===== src/rtl/row_pixel_scanner_if.sv =====
// Handshake, mux and feature-result bundle for row_pixel_scanner.
// The slave modport is the scanner; the master modport is the row source, mux and consumer.
interface row_pixel_scanner_if #(
  parameter int IWIDTH = 64,
  parameter int SWIDTH = 6
);
  logic              in_valid;
  logic              in_ready;
  logic [IWIDTH-1:0] row_in;
  logic [IWIDTH-1:0] mux_in;
  logic [SWIDTH-1:0] mux_sel;
  logic              mux_bit;
  logic              out_valid;
  logic              out_ready;
  logic [SWIDTH:0]   pix_count;
  logic [SWIDTH-1:0] first_idx;
  logic [SWIDTH-1:0] last_idx;
  logic              row_empty;
  logic [SWIDTH-1:0] run_count;

  modport slave (
    input  in_valid, row_in, mux_bit, out_ready,
    output in_ready, mux_in, mux_sel, out_valid,
    output pix_count, first_idx, last_idx, row_empty, run_count
  );

  modport master (
    output in_valid, row_in, mux_bit, out_ready,
    input  in_ready, mux_in, mux_sel, out_valid,
    input  pix_count, first_idx, last_idx, row_empty, run_count
  );
endinterface


===== src/rtl/row_pixel_scanner.sv =====
// Steps a 64:1 pixel mux across a held row and reports count / first / last set column.
// Define ROW_PIXEL_SCANNER_RUNLEN_EN to also count ink runs; otherwise run_count is tied to 0.
module row_pixel_scanner #(
  parameter int IWIDTH = 64,
  parameter int SWIDTH = 6
) (
  input  logic                 clk,
  input  logic                 rst,
  row_pixel_scanner_if.slave   bus
);

  typedef enum logic [1:0] {
    IDLE = 2'd0,
    SCAN = 2'd1,
    DONE = 2'd2
  } state_t;

  state_t state, state_n;

  logic [IWIDTH-1:0] mux_in_q;
  logic [SWIDTH-1:0] sel_q;
  logic              last_col;
  logic              accept;

  logic [SWIDTH:0]   acc_cnt, cnt_n;
  logic [SWIDTH-1:0] acc_first, first_n;
  logic [SWIDTH-1:0] acc_last, last_n;

  logic [SWIDTH:0]   pix_q;
  logic [SWIDTH-1:0] first_q;
  logic [SWIDTH-1:0] last_q;
  logic              empty_q;

  assign last_col = (sel_q == '1);
  assign accept   = (state == IDLE) && bus.in_valid;

  always_ff @(posedge clk) begin
    if (rst) state <= IDLE;
    else     state <= state_n;
  end

  always_comb begin
    state_n = state;
    case (state)
      IDLE:    if (bus.in_valid) state_n = SCAN;
      SCAN:    if (last_col) state_n = DONE;
      DONE:    if (bus.out_ready) state_n = IDLE;
      default: state_n = IDLE;
    endcase
  end

  // Accumulator update for the column currently on the mux; "no pixel yet" is acc_cnt == 0.
  always_comb begin
    cnt_n   = acc_cnt + {{SWIDTH{1'b0}}, bus.mux_bit};
    first_n = acc_first;
    last_n  = acc_last;
    if (bus.mux_bit) begin
      if (acc_cnt == '0) first_n = sel_q;
      last_n = sel_q;
    end
  end

  always_ff @(posedge clk) begin
    if (rst) begin
      mux_in_q  <= '0;
      sel_q     <= '0;
      acc_cnt   <= '0;
      acc_first <= '0;
      acc_last  <= '0;
      pix_q     <= '0;
      first_q   <= '0;
      last_q    <= '0;
      empty_q   <= 1'b1;
    end else begin
      case (state)
        IDLE: begin
          if (bus.in_valid) begin
            mux_in_q  <= bus.row_in;
            sel_q     <= '0;
            acc_cnt   <= '0;
            acc_first <= '0;
            acc_last  <= '0;
          end
        end
        SCAN: begin
          sel_q     <= sel_q + SWIDTH'(1);
          acc_cnt   <= cnt_n;
          acc_first <= first_n;
          acc_last  <= last_n;
          // Results are only published on the final column so they hold steady otherwise.
          if (last_col) begin
            pix_q   <= cnt_n;
            first_q <= first_n;
            last_q  <= last_n;
            empty_q <= (cnt_n == '0);
          end
        end
        default: ;
      endcase
    end
  end

`ifdef ROW_PIXEL_SCANNER_RUNLEN_EN
  logic              prev_bit;
  logic [SWIDTH-1:0] acc_runs, runs_n, runs_q;

  assign runs_n = acc_runs + ((bus.mux_bit && !prev_bit) ? SWIDTH'(1) : SWIDTH'(0));

  always_ff @(posedge clk) begin
    if (rst) begin
      prev_bit <= 1'b0;
      acc_runs <= '0;
      runs_q   <= '0;
    end else if (accept) begin
      prev_bit <= 1'b0;
      acc_runs <= '0;
    end else if (state == SCAN) begin
      prev_bit <= bus.mux_bit;
      acc_runs <= runs_n;
      if (last_col) runs_q <= runs_n;
    end
  end

  assign bus.run_count = runs_q;
`else
  assign bus.run_count = '0;
`endif

  assign bus.in_ready  = (state == IDLE);
  assign bus.out_valid = (state == DONE);
  assign bus.mux_in    = mux_in_q;
  assign bus.mux_sel   = sel_q;
  assign bus.pix_count = pix_q;
  assign bus.first_idx = first_q;
  assign bus.last_idx  = last_q;
  assign bus.row_empty = empty_q;

endmodule


===== src/flat_wrapper.sv =====
// flat-port wrapper written by rule: the top's interface ports become plain ports
module row_pixel_scanner_flat 
#(
  parameter int IWIDTH = 64,
  parameter int SWIDTH = 6
)
  (clk, rst, bus_in_valid, bus_row_in, bus_mux_bit, bus_out_ready, bus_in_ready, bus_mux_in, bus_mux_sel, bus_out_valid, bus_pix_count, bus_first_idx, bus_last_idx, bus_row_empty, bus_run_count);
  row_pixel_scanner_if #(.IWIDTH(IWIDTH), .SWIDTH(SWIDTH)) bus_i ();
  input  logic clk;
  input  logic rst;
  input wire logic [$bits(bus_i.in_valid)-1:0] bus_in_valid;
  input wire logic [$bits(bus_i.row_in)-1:0] bus_row_in;
  input wire logic [$bits(bus_i.mux_bit)-1:0] bus_mux_bit;
  input wire logic [$bits(bus_i.out_ready)-1:0] bus_out_ready;
  output wire logic [$bits(bus_i.in_ready)-1:0] bus_in_ready;
  output wire logic [$bits(bus_i.mux_in)-1:0] bus_mux_in;
  output wire logic [$bits(bus_i.mux_sel)-1:0] bus_mux_sel;
  output wire logic [$bits(bus_i.out_valid)-1:0] bus_out_valid;
  output wire logic [$bits(bus_i.pix_count)-1:0] bus_pix_count;
  output wire logic [$bits(bus_i.first_idx)-1:0] bus_first_idx;
  output wire logic [$bits(bus_i.last_idx)-1:0] bus_last_idx;
  output wire logic [$bits(bus_i.row_empty)-1:0] bus_row_empty;
  output wire logic [$bits(bus_i.run_count)-1:0] bus_run_count;
  assign bus_i.in_valid = bus_in_valid;
  assign bus_i.row_in = bus_row_in;
  assign bus_i.mux_bit = bus_mux_bit;
  assign bus_i.out_ready = bus_out_ready;
  assign bus_in_ready = bus_i.in_ready;
  assign bus_mux_in = bus_i.mux_in;
  assign bus_mux_sel = bus_i.mux_sel;
  assign bus_out_valid = bus_i.out_valid;
  assign bus_pix_count = bus_i.pix_count;
  assign bus_first_idx = bus_i.first_idx;
  assign bus_last_idx = bus_i.last_idx;
  assign bus_row_empty = bus_i.row_empty;
  assign bus_run_count = bus_i.run_count;
  row_pixel_scanner #(.IWIDTH(IWIDTH), .SWIDTH(SWIDTH)) u_core (.clk(clk), .rst(rst), .bus(bus_i));
endmodule

===== config.mk =====
export PLATFORM = sky130hd
export DESIGN_NAME = row_pixel_scanner_flat
export DESIGN_NICKNAME = d
export VERILOG_FILES = /design/src/rtl/row_pixel_scanner_if.sv /design/src/rtl/row_pixel_scanner.sv /design/src/flat_wrapper.sv
export SDC_FILE = /design/constraint.sdc
export NUM_CORES = 1
export LEC_CHECK = 0
export BUFFER_PORTS_ARGS = -buffer_cell sky130_fd_sc_hd__buf_4
export CAP_MARGIN = 20
export CELL_PAD_IN_SITES_DETAIL_PLACEMENT = 0
export CELL_PAD_IN_SITES_GLOBAL_PLACEMENT = 2
export CORE_MARGIN = 2
export CORE_UTILIZATION = 24
export DETAILED_ROUTE_END_ITERATION = 8
export PLACE_DENSITY = 0.73
export SETUP_SLACK_MARGIN = 0.3
export SYNTH_ARGS = -nofsm -noshare
export SYNTH_HDL_FRONTEND = slang
export SYNTH_SLANG_ARGS = --single-unit
export TNS_END_PERCENT = 100

===== constraint.sdc =====
create_clock -name clk -period 1.64 [get_ports clk]
set_input_delay 0.164 -clock clk [delete_from_list [all_inputs] [get_ports clk]]
set_output_delay 0.164 -clock clk [all_outputs]
set_load 0.03 [all_outputs]

==> results_dict.tcl, run 1 <==
set metrics [dict create \
    status "complete, no violations" \
    yosys-top-cells-area "sky130_fd_sc_hd__dfxtp_1, sky130_fd_sc_hd__nand2_1, sky130_fd_sc_hd__a21oi_1" \
    critical-path-max-stage-delay_ns 0.55 \
    critical_path_arrival_ns 1.87 \
    drc 0 \
    path_max_fanout 6 \
    worstSkewPairLatency_ns 0.36 \
    final.fill_count 1728 \
    layout_min_cycle_time_ns 1.64 \
    final_core_util 0.424 \
    gr-usage-all-layers 0.148 \
    clock_sinks 111 \
    synth.yosys.seq_area_share 0.526 \
    met2_layer_usage_reported_by_global_route 0.249 \
    postPlaceCellArea_um2 5890 \
    max-vdd-ir-drop_uv 514 \
    ys_ff_latch 111 \
    worst_hold_startpoint "bus_row_in[46]" \
    floorplan.initialDensity 0.245 \
    critical_path_cell_count 4 \
    detailedRoute.firstIterationViolations 158 \
    setup_viol 0 \
    ys.warnings.count 0 \
    postLayoutCellArea_um2 7300 \
    critical_path.n_buffers_inverters 0 \
    die_ht_um 137 \
    floorplan.core_area_um2 17200 \
    gp_congestion 0.780 \
    place.port_buffers 160 \
    globalRoute.totalOverflow 0 \
    worstReg2RegStart "u_core.acc_cnt[6]$_SDFFE_PP0P_" \
    design.die.area_um2 18700 \
    most_used_dff_post_synth "sky130_fd_sc_hd__dfxtp_1" \
    worstPathCellList "or4_4, o41a_4, o21ai_1, a21oi_1" \
    diodes 0 \
    rr_worst_depth 4 \
    clk_pin_slew_worst_paths_ns 0.08 \
    grt_antenna_before_repair 0 \
    area.growth.synth_to_final_pct 72.8 \
    gr-usage-met3 0.0593 \
    min_path_cells 3 \
    grt-busiest-layer "met2" \
    maximum_number_of_pins_on_one_net_before_global_route_repair 46 \
    post-route-period-util 0.998 \
    dr_total_vias 4256 \
    hold_path_class "input port to flip-flop" \
    final_layout_size_suffix_gt1_frac 0.528 \
    h_tree_depth 3 \
    grt_pass1_vias 3986 \
    layout.nets 774 \
    fmax_mhz 611 \
    cts_tree "built" \
    cp-end-kind "flip-flop" \
    grt.met1_usage 0.173 \
    placement_rows 48 \
    ant_nets 0 \
    criticalPathCategory "flip-flop to flip-flop" \
    critical-path-top-delay-family "compound AO/OA/AOI/OAI gates" \
    die-width_um 137 \
    synth_area_per_cell_um2 8.14 \
    ioPinCount 167 \
    hpwl_um 9080 \
    detail_route.wl_per_cell_um 15.7 \
    total_power_mw 6.49 \
    synth_enable_flop_cells 0 \
    crit_required_ns 1.87 \
    netlist_area_um2 4230 \
    worst_clock_skew_ns 0.00542 \
    worst_setup_path_start_kind "flip-flop" \
    synth_cells 519 \
    ys_types 36 \
    grt_pass1_wl_um 21300 \
    synthDominantAreaCellType "sky130_fd_sc_hd__dfxtp_1" \
    register_area_um2 2250 \
    average_via_count_per_standard_cell 4.57 \
    maxSlewViolCount 0 \
    pwr_dens_nw_per_um2 888 \
    postRouteWirelength_um 14600 \
    numCtsBuffers 9 \
    multiInputGateArea_um2 2550 \
    timing.critical_path.from "u_core.acc_cnt[6]$_SDFFE_PP0P_" \
    crit_path_top_delay_cell "sky130_fd_sc_hd__or4_4" \
    maxCapViolations 0 \
    drt-pass1-iter-count 4 \
    netlist.area_leader.share 0.526 \
    root_buffer "sky130_fd_sc_hd__clkbuf_16" \
    clock_path_buffers 2 \
    synthArstFlopShare 0 \
    leakagePower_nw 3.04 \
    report.final.hold_viol_count 0 \
    setup_repair_after_global_routing_missed_its_margin "yes" \
]
-- registers in the layout, indices dropped and copies added (netlist names) --
register	cells
u_core.acc_last	6
u_core.bus.row_empty	1
u_core.state	2
u_core.bus.mux_in	64
u_core.bus.first_idx	6
u_core.acc_first	6
u_core.bus.pix_count	7
u_core.acc_cnt	7
u_core.bus.mux_sel	6
u_core.bus.last_idx	6
-- cells in the mapped netlist (2+ instances only) --
library cell and count:
sky130_fd_sc_hd__nor2_1 34, sky130_fd_sc_hd__o21ai_0 11, sky130_fd_sc_hd__buf_4 6, sky130_fd_sc_hd__nand3_1 18, sky130_fd_sc_hd__mux2i_1 6, sky130_fd_sc_hd__o21bai_1 2
sky130_fd_sc_hd__o21a_1 2, sky130_fd_sc_hd__clkbuf_1 32, sky130_fd_sc_hd__nand2_1 146, sky130_fd_sc_hd__a211oi_1 9, sky130_fd_sc_hd__o2111ai_1 3, sky130_fd_sc_hd__a21oi_1 90
sky130_fd_sc_hd__dfxtp_1 111, sky130_fd_sc_hd__nand2b_1 3, sky130_fd_sc_hd__buf_2 4, sky130_fd_sc_hd__nand3b_1 2, sky130_fd_sc_hd__nor2b_1 2, sky130_fd_sc_hd__a32oi_1 6
sky130_fd_sc_hd__xnor2_1 3, sky130_fd_sc_hd__nor3_1 10, sky130_fd_sc_hd__a211oi_2 2, sky130_fd_sc_hd__ha_1 3
-- cell families after synthesis --
| logic type | Yosys count | share of synthesized area |
|---|---|---|
| adders and majority gates | 3 | 0.00888 |
| buffers and inverters | 44 | 0.0474 |
| DFF | 111 | 0.526 |
| other | 1 | 0.000888 |
| muxes | 6 | 0.0142 |
| xor gates and xnor gates | 3 | 0.00622 |
| and+or+nand+nor | 222 | 0.220 |
| AOI/OAI and AO/OA | 129 | 0.176 |
-- worst register-to-register path, cell delays in order (launching register included) --
cell and delay [ns]:
sky130_fd_sc_hd__dfxtp_2 0.32, sky130_fd_sc_hd__or4_4 0.55, sky130_fd_sc_hd__o41a_4 0.42, sky130_fd_sc_hd__o21ai_1 0.13, sky130_fd_sc_hd__a21oi_1 0.08
-- metrics by stage --
stage	TNS, ns	cells	hold slack, ns	setup slack, ns
after floorplan	0	524	0.300	0.0863
after global placement	0	895	0.412	0.0168
after detailed placement	-0.0464	895	0.419	-0.0363
after CTS	-0.337	922	0.0264	-0.0541
after global routing	-0.461	932	0.0256	-0.0651
final	0	932	0.0447	0.00343
-- area by class of cell --
class                   instances  share of cell area
repair buffers                211               0.260
multi-input cells             369               0.350
flip-flops and latches        111               0.308
clock buffers                   9              0.0308
clock inverters                 7              0.0129
well taps                     225              0.0386
-- power breakdown --
| group | internal, mW | switching (mW) |
|---|---|---|
| logic | 0.509 | 0.706 |
| clock network | 1.34 | 1.07 |
| registers | 2.79 | 0.0605 |
-- metal layers --
| layer | part of all wire | wire length [µm] | vias to the layer above |
|---|---|---|---|
| met4 | 0.011 | 157 | 0 |
| met2 | 0.51 | 7440 | 108 |
| li1 | - | - | 2108 |
| met5 | 0 | 0 | - |
| met3 | 0.068 | 999 | 10 |
| met1 | 0.41 | 6050 | 2030 |
-- cell usage in the layout, fill, tap and decap left out, types with 4 or more instances in the layout --
cell type                   count
sky130_fd_sc_hd__a211oi_1       9
sky130_fd_sc_hd__buf_4        179
sky130_fd_sc_hd__a21oi_1       46
sky130_fd_sc_hd__mux2i_1        4
sky130_fd_sc_hd__clkbuf_16     13
sky130_fd_sc_hd__nand2_1      100
sky130_fd_sc_hd__a21oi_2       44
sky130_fd_sc_hd__nor2_1        21
sky130_fd_sc_hd__dfxtp_2        8
sky130_fd_sc_hd__dfxtp_4        4
sky130_fd_sc_hd__buf_6         14
sky130_fd_sc_hd__nand3_1       15
sky130_fd_sc_hd__nor2_4        10
sky130_fd_sc_hd__nor3_1         9
sky130_fd_sc_hd__buf_12        10
sky130_fd_sc_hd__nand2_4       38
sky130_fd_sc_hd__nand2_2        8
sky130_fd_sc_hd__a32oi_1        5
sky130_fd_sc_hd__o21ai_0        4
sky130_fd_sc_hd__conb_1         6
sky130_fd_sc_hd__dfxtp_1       99
-- repair_timing --
action | in CTS | in global routing
cloned | 4 | 7
buffers inserted | 7 | 3
pin swaps | 18 | 72
endpoints found under the setup margin | 100 | 105
hold buffers | 0 | 0
resized for setup | 57 | 151
-- final timing paths --
kind	end	slack (ns)
worst min register to register	u_core.bus.mux_in[9]$_SDFFE_PP0P_	0.46
worst max register to register	u_core.acc_first[1]$_SDFFE_PP0P_	0.003
worst max-delay path	u_core.acc_first[1]$_SDFFE_PP0P_	0.003
worst min-delay path	u_core.bus.mux_in[46]$_SDFFE_PP0P_	0.04
(Power assumes the default switching activity.)
==> run 2: changes to the inputs <==
--- a/config.mk
+++ b/config.mk
@@ -9,7 +9,7 @@
 export CAP_MARGIN = 20
 export CELL_PAD_IN_SITES_DETAIL_PLACEMENT = 0
 export CELL_PAD_IN_SITES_GLOBAL_PLACEMENT = 2
-export CORE_MARGIN = 2
+export CORE_MARGIN = 1.5
 export CORE_UTILIZATION = 24
 export DETAILED_ROUTE_END_ITERATION = 8
 export PLACE_DENSITY = 0.73
==> run 2 against run 1 <==
  * The flow now finishes with violations (negative setup slack)
  * Clock skew rose by 0.0012 ns
  * Register-to-register slack barely moved
  * Die area fell by 1.5%
  * Sequential power barely moved
  * Sequential share of layout area fell by 1.3 points
  * Core utilization rose by 1.9 points
  * Final cell count rose by 1.6%
  * Critical path type unchanged
==> results_dict.tcl, run 2 (synthesized netlist as in run 1, its figures left out) <==
set metrics [dict create \
    status "complete, but fails checks" \
    failed_checks "negative setup slack" \
    worstPathCellList "or4_4, nor4_4, buf_4, buf_6, o2111ai_2, a21oi_1" \
    pwr_dens_nw_per_um2 849 \
    placement_rows 48 \
    report.final.hold_viol_count 0 \
    dr_total_vias 4390 \
    path_max_fanout 5 \
    crit_path_top_delay_cell "sky130_fd_sc_hd__or4_4" \
    leakagePower_nw 3.20 \
    share_seq_of_total_power 0.442 \
    hold_path_class "input port to flip-flop" \
    grt_antenna_before_repair 0 \
    drc 0 \
    worstReg2RegStart "u_core.acc_cnt[0]$_SDFFE_PP0P_" \
    p_int_mw 4.60 \
    ant_nets 0 \
    timing.critical_path.from "u_core.acc_cnt[0]$_SDFFE_PP0P_" \
    layout.nets 790 \
    clock_sinks 111 \
    critical-path-top-delay-family "simple AND/OR/NAND/NOR gates" \
    max-slew-margin-rel 0.559 \
    dp.cells 891 \
    postRouteWirelength_um 16300 \
    max-vdd-ir-drop_uv 502 \
    clk_pin_slew_worst_paths_ns 0.07 \
    design.die.area_um2 18400 \
    final.fill_count 1692 \
    maximum_number_of_pins_on_one_net_before_global_route_repair 69 \
    ioPinCount 167 \
    layout_commonest_cell "sky130_fd_sc_hd__buf_4" \
    detail_route.wl_per_cell_um 17.2 \
    gp_congestion 0.733 \
    globalRoute.totalOverflow 0 \
    root_buffer "sky130_fd_sc_hd__clkbuf_16" \
    worst_clock_skew_ns 0.00666 \
    finalNonFillerCells 947 \
    grt_pass1_vias 4056 \
    detailedRoute.firstIterationViolations 172 \
    crit_required_ns 1.93 \
    setup_viol 4 \
    maxSlewViolCount 0 \
    setup_repair_after_global_routing_missed_its_margin "yes" \
    layout_min_cycle_time_ns 1.65 \
    post-route-period-util 1.01 \
    worst_slew_pin_slew_ns 0.662 \
    critical-path-max-stage-delay_ns 0.54 \
    grt_pass1_wl_um 22200 \
    fmax_mhz 606 \
    total_power_mw 6.47 \
    combPwrFrac 0.217 \
    drt-pass1-iter-count 4 \
    power.net_switching_mw 1.88 \
    diodes 0 \
    most-common-layout-cells "sky130_fd_sc_hd__buf_4, sky130_fd_sc_hd__dfxtp_1, sky130_fd_sc_hd__nand2_1" \
    cts_tree "built" \
    power.share.clock 0.342 \
    floorplan.core_area_um2 17200 \
    worst_setup_path_start_kind "flip-flop" \
    worst_setup_slack_final_ns -0.0102 \
    critical_path.n_buffers_inverters 2 \
    die_ht_um 136 \
    cp-end-kind "flip-flop" \
    worstSkewPairLatency_ns 0.36 \
    worst_hold_startpoint "rst" \
    hpwl_um 8560 \
    switching_fraction 0.290 \
    floorplan.initialDensity 0.245 \
    area.growth.synth_to_final_pct 80.5 \
    maxCapViolations 0 \
    average_via_count_per_standard_cell 4.64 \
    die-width_um 136 \
    criticalPathCategory "flip-flop to flip-flop" \
    gr-usage-all-layers 0.158 \
    largest_register_ffs 64 \
    h_tree_depth 3 \
    numCtsBuffers 9 \
    critical_path_arrival_ns 1.94 \
    place.port_buffers 160 \
    clock_path_buffers 2 \
    final_layout_size_suffix_gt1_frac 0.560 \
]
run 2: worst paths after layout:
kind,to,slack [ns],depth (start not counted)
setup / recovery,u_core.bus.first_idx[4]$_SDFFE_PP0P_,-0.01,6
hold / removal,u_core.bus.pix_count[5]$_SDFFE_PP0P_,0.04,2
setup reg to reg,u_core.bus.first_idx[4]$_SDFFE_PP0P_,-0.01,6
hold reg to reg,u_core.bus.mux_in[0]$_SDFFE_PP0P_,0.46,2
run 2: final cells by class:
| cell class | count | area, µm² | share of cell area |
|---|---|---|---|
| clock buffers | 12 | 236 | 0.0310 |
| repair buffers | 227 | 2180 | 0.286 |
| multi-input cells | 369 | 2630 | 0.345 |
| flip-flops and latches | 111 | 2250 | 0.295 |
| clock inverters | 3 | 43.8 | 0.00574 |
| well taps | 225 | 282 | 0.0369 |
run 2: through the flow:
stage	setup WS [ns]	hold WS [ns]	TNS, ns	instance area (µm²)	utilization
6_report	-0.0102	0.0405	-0.0234	7630	0.442
5_1_grt	-0.0805	0.0309	-0.404	7630	0.442
4_1_cts	0.00170	0.0273	0	6640	0.385
3_5_place_dp	-0.0168	0.399	-0.0238	5870	0.341
3_3_place_gp	0.0105	0.401	0	5870	0.341
2_1_floorplan	0.0863	0.300	0	4350	-
run 2: power by group through the flow:
stage	Clock [mW]	Combinational, mW	Sequential, mW
6_report	2.21	1.40	2.86
5_1_grt	2.39	1.48	2.87
4_1_cts	2.27	1.09	2.85
3_5_place_dp	0	0.944	2.91
3_3_place_gp	0	0.937	2.91
2_1_floorplan	0	0.335	3.11
run 2: repair_timing:
item,in CTS,in global routing
hold buffers,0,0
pin swaps,18,89
setup buffers,13,10
resized for setup,51,180
cloned,8,10
endpoints found under the setup margin,61,109
run 2: per-layer routing:
layer  part of all wire  track usage  routed length [µm]  vias to the layer above
li1                   -            -                   -                     2146
met1               0.42        0.190                6780                     2124
met2               0.52        0.270                8480                      107
met3              0.046       0.0385                 748                       13
met4              0.016       0.0609                 262                        0
met5                  0            0                   0                        -
run 2: worst reg2reg max path: cells and delay by family (launching register included):
family | cells | cell delay [ns]
and+or+nand+nor | 2 | 0.70
AOI/OAI and AO/OA | 2 | 0.24
buffers and inverters | 2 | 0.30
DFF | 1 | 0.35
==> run 3: changes to the inputs <==
--- a/config.mk
+++ b/config.mk
@@ -13,6 +13,7 @@
 export CORE_UTILIZATION = 24
 export DETAILED_ROUTE_END_ITERATION = 8
 export PLACE_DENSITY = 0.73
+export REMOVE_ABC_BUFFERS = 1
 export SETUP_SLACK_MARGIN = 0.3
 export SYNTH_ARGS = -nofsm -noshare
 export SYNTH_HDL_FRONTEND = slang
==> run 3 against run 2 <==
  * Clock skew grew 0.0034 ns
  * Final cell count grew 0.21%
  * Combinational power is essentially flat
  * Non-clock buffer count grew 3
  * Critical path depth shrank 2
  * Wire length shrank 5.0%
  * Die area is the same
  * Hold slack gained 0.0059 ns
  * Critical path type unchanged
  * Maximum frequency shrank 0.34%
  * The flow still finishes with violations (negative setup slack)
==> results_dict.tcl, run 3 (synthesized netlist as in run 1, its figures left out) <==
set metrics [dict create \
    area.growth.synth_to_final_pct 83.9 \
    placement_rows 48 \
    clock_path_buffers 2 \
    final.fill_count 1654 \
    ant_nets 0 \
    cts_hold_repair.buffers 0 \
    crit_required_ns 1.89 \
    leakagePower_nw 3.29 \
    dr_total_vias 4401 \
    layout_commonest_cell "sky130_fd_sc_hd__buf_4" \
    drt-pass1-iter-count 4 \
    worstPathCellList "or4_4, o41a_4, o21ai_1, a21oi_2" \
    reg_to_reg_endpoint "u_core.acc_first[0]$_SDFFE_PP0P_" \
    postRouteWirelength_um 15500 \
    ioPinCount 167 \
    reg2reg_slack_ns -0.02 \
    clk_pin_slew_worst_paths_ns 0.07 \
    worst_setup_slack_final_ns -0.0158 \
    final_core_util 0.451 \
    gr-usage-all-layers 0.152 \
    layout_min_cycle_time_ns 1.66 \
    critical_path_cell_count 4 \
    cp-end-kind "flip-flop" \
    crit_path_top_delay_cell "sky130_fd_sc_hd__or4_4" \
    diodes 0 \
    worst_setup_path_start_kind "flip-flop" \
    floorplan.initialDensity 0.245 \
    drc 0 \
    gp_congestion 0.789 \
    grt_antenna_before_repair 0 \
    fmax_mhz 604 \
    rr_worst_depth 4 \
    maxSlewViolCount 0 \
    die_ht_um 136 \
    worstSkewPairLatency_ns 0.35 \
    register_area_um2 2230 \
    design.die.area_um2 18400 \
    status "complete, but fails checks" \
    critPathCapture "u_core.acc_first[0]$_SDFFE_PP0P_" \
    grt_pass1_vias 4079 \
    hold_slack_final_ns 0.0464 \
    path_max_fanout 6 \
    critical_path.n_buffers_inverters 0 \
    max-slew-margin-rel 0.529 \
    die-width_um 136 \
    post-route-period-util 1.01 \
    globalRoute.totalOverflow 0 \
    worst_clock_skew_ns 0.0100 \
    hpwl_um 8990 \
    report.final.hold_viol_count 0 \
    critical_path_arrival_ns 1.90 \
    critical-path-max-stage-delay_ns 0.57 \
    timing.critical_path.from "u_core.acc_cnt[6]$_SDFFE_PP0P_" \
    critical-path-top-delay-family "compound AO/OA/AOI/OAI gates" \
    final_layout_size_suffix_gt1_frac 0.602 \
    setup_viol 3 \
    floorplan.core_area_um2 17200 \
    multiInputGateArea_um2 2860 \
    hold_path_class "input port to flip-flop" \
    most-common-layout-cells "sky130_fd_sc_hd__buf_4, sky130_fd_sc_hd__dfxtp_1, sky130_fd_sc_hd__nand2_1" \
    root_buffer "sky130_fd_sc_hd__clkbuf_16" \
    criticalPathCategory "flip-flop to flip-flop" \
    layout.nets 793 \
    total_power_mw 6.35 \
    clock_sinks 111 \
    average_via_count_per_standard_cell 4.64 \
    numCtsBuffers 9 \
    failed_checks "negative setup slack" \
    worst_slew_pin_slew_ns 0.706 \
    cts_tree "built" \
    setup_repair_after_global_routing_missed_its_margin "yes" \
    worstReg2RegStart "u_core.acc_cnt[6]$_SDFFE_PP0P_" \
    pwr_dens_nw_per_um2 817 \
    maxCapViolations 0 \
    h_tree_depth 3 \
    place.port_buffers 160 \
    detail_route.wl_per_cell_um 16.3 \
    max-vdd-ir-drop_uv 533 \
    detailedRoute.firstIterationViolations 178 \
    grt_pass1_wl_um 21500 \
    maximum_number_of_pins_on_one_net_before_global_route_repair 49 \
    largest_register_ffs 64 \
]
[run 3: cell count changes in the layout (fill, tap and decap cells not counted), sizes merged]
cell      change
buf           +3
clkinvlp      +2
bufinv        -1
clkbuf        -1
inv           -1
[run 3: stage by stage]
stage | setup WS (ns) | TNS (ns) | cells | area, µm²
after floorplan | -0.813 | -62.13 | 480 | 4040
after global placement | -0.00885 | -0.0166 | 898 | 5840
after detailed placement | -0.0428 | -0.154 | 898 | 5840
after CTS | -0.00323 | -0.00323 | 926 | 6540
after global routing | -0.0815 | -0.614 | 949 | 7770
final | -0.0158 | -0.0286 | 949 | 7770
[run 3: power breakdown]
| part | switching, mW | leakage, nW | internal (mW) |
|---|---|---|---|
| Combinational | 0.785 | 2.26 | 0.596 |
| Sequential | 0.0570 | 0.908 | 2.80 |
| Clock | 1.02 | 0.129 | 1.10 |
| Total | 1.86 | 3.29 | 4.49 |
[run 3: how the worst min path moves through the flow]
stage | cells after the start | to | from
5_1_grt | 3 | u_core.bus.mux_in[42]$_SDFFE_PP0P_ | bus_row_in[42]
3_3_place_gp | 3 | u_core.bus.mux_in[21]$_SDFFE_PP0P_ | bus_row_in[21]
4_1_cts | 3 | u_core.bus.mux_in[44]$_SDFFE_PP0P_ | bus_row_in[44]
3_5_place_dp | 3 | u_core.bus.mux_in[54]$_SDFFE_PP0P_ | bus_row_in[54]
2_1_floorplan | 1 | u_core.bus.first_idx[0]$_SDFFE_PP0P_ | rst
6_report | 3 | u_core.bus.mux_in[42]$_SDFFE_PP0P_ | bus_row_in[42]
[run 3: area by class of cell]
| class | instances | area share |
|---|---|---|
| Tap cell | 225 | 0.0362 |
| Multi-Input combinational cell | 369 | 0.368 |
| Sequential cell | 111 | 0.287 |
| Clock buffer | 11 | 0.0325 |
| Clock inverter | 3 | 0.00258 |
| Timing Repair Buffer | 230 | 0.274 |
[run 3: worst reg2reg max path, delay by kind of cell (launching register included)]
family           cells  cell delay, ns
AO/OA/AOI/OAI        3            0.66
AND/OR/NAND/NOR      1            0.57
flip-flops           1            0.32
[run 3: routing by layer]
| layer | part of all wire | up-vias | routed length [µm] | global-route usage |
|---|---|---|---|---|
| met4 | 0.019 | 0 | 287 | 0.0663 |
| met1 | 0.42 | 2122 | 6410 | 0.183 |
| met5 | 0 | - | 0 | 0 |
| li1 | - | 2155 | - | - |
| met3 | 0.051 | 17 | 786 | 0.0445 |
| met2 | 0.52 | 107 | 7970 | 0.252 |
[run 3: timing repair]
action	4_1_cts	5_1_grt
endpoints found under the hold margin	0	0
resized for setup	83	231
setup buffers	11	14
gates cloned	3	9
setup endpoints to repair	93	103
pin swaps	29	127
